[src/rtl/dmux_pkg.sv]
// dmux_pkg: select codes and one-hot helper shared by the 1-to-8 demux.
package dmux_pkg;
  localparam int SEL_W = 3;
  typedef enum logic [SEL_W-1:0] {
    SEL_A = 3'd0,
    SEL_B = 3'd1,
    SEL_C = 3'd2,
    SEL_D = 3'd3,
    SEL_E = 3'd4,
    SEL_F = 3'd5,
    SEL_G = 3'd6,
    SEL_H = 3'd7
  } sel_e;
  function automatic logic [7:0] onehot8(input logic [SEL_W-1:0] sel);
    return 8'b1 << sel;
  endfunction
endpackage

[src/rtl/dmux_8way_dec3to8.sv]
// dec3to8: combinational 3-to-8 one-hot decoder; unknown selects decode to zero.
module dec3to8
  import dmux_pkg::*;
(
  input  logic [SEL_W-1:0] sel,
  output logic [7:0]       oh
);
  always_comb begin
    oh = '0;
    case (sel)
      SEL_A, SEL_B, SEL_C, SEL_D, SEL_E, SEL_F, SEL_G, SEL_H: oh = onehot8(sel);
      default: oh = '0;
    endcase
  end
endmodule

[src/rtl/dmux_8way.sv]
// dmux_8way: steers din onto one of eight outputs a..h by {s1,s2,s3}; others are zero.
module dmux_8way
  import dmux_pkg::*;
#(
  parameter int WIDTH      = 1,
  parameter int REGISTERED = 1
) (
  input  logic             clk,
  input  logic             rst_n,
  input  logic             s1,
  input  logic             s2,
  input  logic             s3,
  input  logic [WIDTH-1:0] din,
  output logic [WIDTH-1:0] a,
  output logic [WIDTH-1:0] b,
  output logic [WIDTH-1:0] c,
  output logic [WIDTH-1:0] d,
  output logic [WIDTH-1:0] e,
  output logic [WIDTH-1:0] f,
  output logic [WIDTH-1:0] g,
  output logic [WIDTH-1:0] h
);
  logic [7:0]            oh;
  logic [7:0][WIDTH-1:0] out_d;
  logic [7:0][WIDTH-1:0] out;
  if (WIDTH < 1) begin : g_chk
    $error("dmux_8way: WIDTH must be >= 1");
  end
  dec3to8 u_dec (
    .sel({s1, s2, s3}),
    .oh (oh)
  );
  for (genvar i = 0; i < 8; i++) begin : g_and
    assign out_d[i] = {WIDTH{oh[i]}} & din;
  end
  if (REGISTERED != 0) begin : g_reg
    logic [7:0][WIDTH-1:0] out_q;
    always_ff @(posedge clk or negedge rst_n) begin
      if (!rst_n) out_q <= '0;
      else        out_q <= out_d;
    end
    assign out = out_q;
  end else begin : g_comb
    assign out = out_d;
  end
  assign {h, g, f, e, d, c, b, a} = out;
endmodule

[config.mk]
export PLATFORM = sky130hd
export DESIGN_NAME = dmux_8way
export DESIGN_NICKNAME = d
export VERILOG_FILES = /design/src/rtl/dmux_pkg.sv /design/src/rtl/dmux_8way_dec3to8.sv /design/src/rtl/dmux_8way.sv
export SDC_FILE = /design/constraint.sdc
export NUM_CORES = 1
export LEC_CHECK = 0
export CELL_PAD_IN_SITES_DETAIL_PLACEMENT = 0
export CELL_PAD_IN_SITES_GLOBAL_PLACEMENT = 1
export CORE_AREA = 10 10 47 49
export DETAILED_ROUTE_END_ITERATION = 8
export DIE_AREA = 0 0 57 59
export GPL_ROUTABILITY_DRIVEN = 1
export GPL_TIMING_DRIVEN = 0
export HOLD_SLACK_MARGIN = 0.12
export PLACE_DENSITY = 0.69
export SYNTH_ARGS = -nofsm -noshare
export SYNTH_HDL_FRONTEND = slang
export SYNTH_SLANG_ARGS = --single-unit
[constraint.sdc]
create_clock -name clk -period 0.8 [get_ports clk]
set_clock_uncertainty 0.2 [all_clocks]
set_input_delay 0.12 -clock clk [delete_from_list [all_inputs] [get_ports clk]]
set_output_delay 0.12 -clock clk [all_outputs]
set_load 0.02 [all_outputs]
# Word-level counts from Yosys, hierarchy flattened
# Index checks and enable logic that the tools add are counted.
word_totals:
  register_bits: 8
  in_bits: 6
  output_inout_bits: 8
classes:
  n_eq_ne: 7
  n_shift: 1
  mux: 1
  bitwise: 8
  n_reduce_logical: 2
op_table:
  columns: ["op", "n"]
  rows:
  - ["$eq A3 B3 Y1 const B", 4]
  - ["$and A1 B1 Y1", 8]
  - ["$mux W8", 1]
  - ["$reduce_or A8 Y1", 1]
  - ["$shl A1 B3 Y8 const A", 1]
  - ["$eq A3 B2 Y1 const B", 2]
  - ["$eq A3 B1 Y1 const B", 1]
  - ["$logic_not A3 Y1", 1]

# Depth between registers and ports, before layout
logic_depth:
  ltp_word: 4
  depth_mapped: 1
  mapped_depth_nobuf: 1

# Modules after synthesis
# Synthesis repeated with hierarchy kept, for this count alone.
unflattened:
  cells_unflattened: 24
  area_unflattened_um2: 315.3
by_module_without_submodules:
  columns: ["module", "instances", "cells_each", "area_per_inst_um2"]
  rows:
  - ["dmux_8way", 1, 16, 250.2]
  - ["dec3to8", 1, 8, 65.1]

# Worst setup path before layout
# OpenSTA, ideal clock, no wires.
synth_path:
  path_kind: "reg-to-output"
  startpoint: "reg g_reg.out_q (netlist bit a)"
  endpoint: "out a"
  arrival_time_ps: 416
  required_ps: 480
  slack_ps: 64
  stages_incl_launch_ff: 1
  path_cell_list: "dfrtp_1"
synth_lines:
  columns: ["element", "line", "text"]
  rows:
  - ["from (decl)", "dmux_8way.sv:37", "logic [7:0][WIDTH-1:0] out_q;"]
  - ["from (signal assigned)", "dmux_8way.sv:40", "else out_q <= out_d;"]
  - ["to (decl)", "dmux_8way.sv:14", "output logic [WIDTH-1:0] a,"]
# No word-level cell between the ends.

# Worst setup path in the final report
layout_path:
  startpoint: "reg g_reg.out_q (netlist bit c)"
  endpoint: "out c"
layout_lines:
  columns: ["element", "line", "text"]
  rows:
  - ["to (decl)", "dmux_8way.sv:16", "output logic [WIDTH-1:0] c,"]
# No word-level cell between the ends.

==> results <==
==> what timing repair did <==
item,in CTS,in global routing
hold endpoints to repair,9,16
pin swaps,0,1
gates resized for setup,52,5
endpoints found under the setup margin,16,13
==> logic make-up after synthesis <==
kind of cell	count (synthesis)	synth area share
AND/OR/NAND/NOR	8	0.325
flip-flops	8	0.675
==> layout make-up <==
type,instances,area (um2)
fill,145,933
timing repair buffer,13,129
multi-input combinational,8,96.3
sequential,8,200
tap,16,20.0
clock buffer,3,22.5
==> cell usage after synthesis <==
master / count
and4bb_2: 3
dfrtp_1: 8
nor4b_2: 1
and4_2: 1
and4b_2: 3
==> power by group <==
part           internal (uW)  switching (uW)  total (uW)  leakage, uW
sequential               415            4.85         420     0.000110
combinational           46.0            46.0        92.0     0.000105
clock                    171             127         298    0.0000138
==> worst max path at each step <==
stage	endpoint	slack, ns	cells after the start
after floorplan	a	0.06	0
after global placement	e$_DFF_PN0_	-0.48	2
after detailed placement	f$_DFF_PN0_	-0.51	2
after CTS	c	-0.29	1
after global routing	b	-0.32	1
final	c	-0.28	1
==> layer usage <==
metal,part of all wire,track usage,up-vias
met5,0,0,-
met1,0.44,0.0531,88
li1,-,-,96
met4,0,0.0302,0
met3,0.17,0.0451,0
met2,0.39,0.0605,14
==> through the flow <==
step	utilization	setup TNS, ns	std cells
finish	0.334	-2.12	48
global route	0.334	-2.39	48
CTS	0.338	-2.21	48
detailed placement	0.319	-8.11	45
global placement	0.319	-7.71	45
floorplan	-	0	16
==> flow_metrics.env <==
export IMPL_clk_pin_slew_ns=0.05
export IMPL_first_pass_iters=2
export IMPL_via_count=198
export IMPL_period_needed_ns=1.08
export IMPL_yosys_warnings=0
export IMPL_yosysSeqAreaShare=0.675
export IMPL_drive_above_1_share=0.656
export IMPL_worstSetupEndpointType="primary output"
export IMPL_synth_cell_types=5
export IMPL_cts_buffers_inserted=3
export IMPL_diodes=0
export IMPL_p_per_area_nw_per_um2=1730
export IMPL_row_count=14
export IMPL_syn_area_um2=297
export IMPL_die_area_um2=3360
export IMPL_crit_family="flip-flops"
export IMPL_status="finished, violations left"
export IMPL_finalHoldViolCount=9
export IMPL_tightest_slew_ns=0.341
export IMPL_arrival_ns=0.76
export IMPL_pre_cts_ws_ns=-0.514
export IMPL_via_per_inst=4.13
export IMPL_syn_avg_cell_area_um2=18.5
export IMPL_avgRoutedWirePerCell_um=14.8
export IMPL_synth_area_leaders="dfrtp_1 68%, and4bb_2 13%, and4b_2 11%"
export IMPL_overflow=0
export IMPL_post_route_drc_count=0
export IMPL_synth_top_area_frac=0.675
export IMPL_port_buffers=13
export IMPL_htreeDepth=1
export IMPL_cts_setup_buffers=0
export IMPL_max_freq_mhz=930
export IMPL_leakagePower_uw=0.000228
export IMPL_syn_nets=22
export IMPL_period_share=1.34
export IMPL_cp_max_fo=1
export IMPL_crit_slowest_cell="dfrtp_1"
export IMPL_cp_startpoint="c$_DFF_PN0_"
export IMPL_synth_seq_cells=8
export IMPL_cts_tree="built"
export IMPL_dp_hpwl_um=546
export IMPL_wirelength_um=712
export IMPL_design_area_um2=468
export IMPL_dieWidth_um=57
export IMPL_hold_slack_ns=-0.0639
export IMPL_final_cell_mix="8 x dfrtp_1, 8 x buf_6, 3 x and4bb_2, 3 x and4b_2, 3 x clkbuf_4"
export IMPL_slew_viol_final=0
export IMPL_worstPathCellList="buf_6"
export IMPL_grt_max_degree=9
export IMPL_drv_cap=0
export IMPL_cp_num_buf_inv=1
export IMPL_antenna_left=0
export IMPL_gp_congestion=0.612
export IMPL_die_h_um=59
export IMPL_peakVddDrop_mv=0.693
export IMPL_place_area_um2=447
export IMPL_rsz0062_at_grt="yes"
export IMPL_critPathKind="flop to primary output"
export IMPL_coreArea_um2=1400
export IMPL_yosysTopAreaCell="dfrtp_1"
export IMPL_worst_slack_ns=-0.276
export IMPL_total_power_uw=810
export IMPL_hp_class="input port to asynchronous set/reset pin"
export IMPL_initial_utilization=0.212
export IMPL_syn_to_final_growth_pct=57.8
export IMPL_setup_viol=8
export IMPL_grt_pass1_vias=255
export IMPL_required_ns=0.48
export IMPL_clock_sinks=8
export IMPL_antenna_found_initial=0
export IMPL_netlist_instances=16
export IMPL_grt_usage=0.0491
export IMPL_drt_iter0_markers=1
export IMPL_ios=14
export IMPL_max_stage_delay_ns=0.38
export IMPL_final_nets=40
export IMPL_critPathLaunchType="flop"
export IMPL_relSlewSlack=0.772
export IMPL_clk_root_buffer_cell="clkbuf_4"
export IMPL_clk_path_buf_depth=2
export IMPL_violations="negative hold slack, negative setup slack"
export IMPL_grt_pass1_wl_mm=1.23
(Power assumes the default switching activity.)
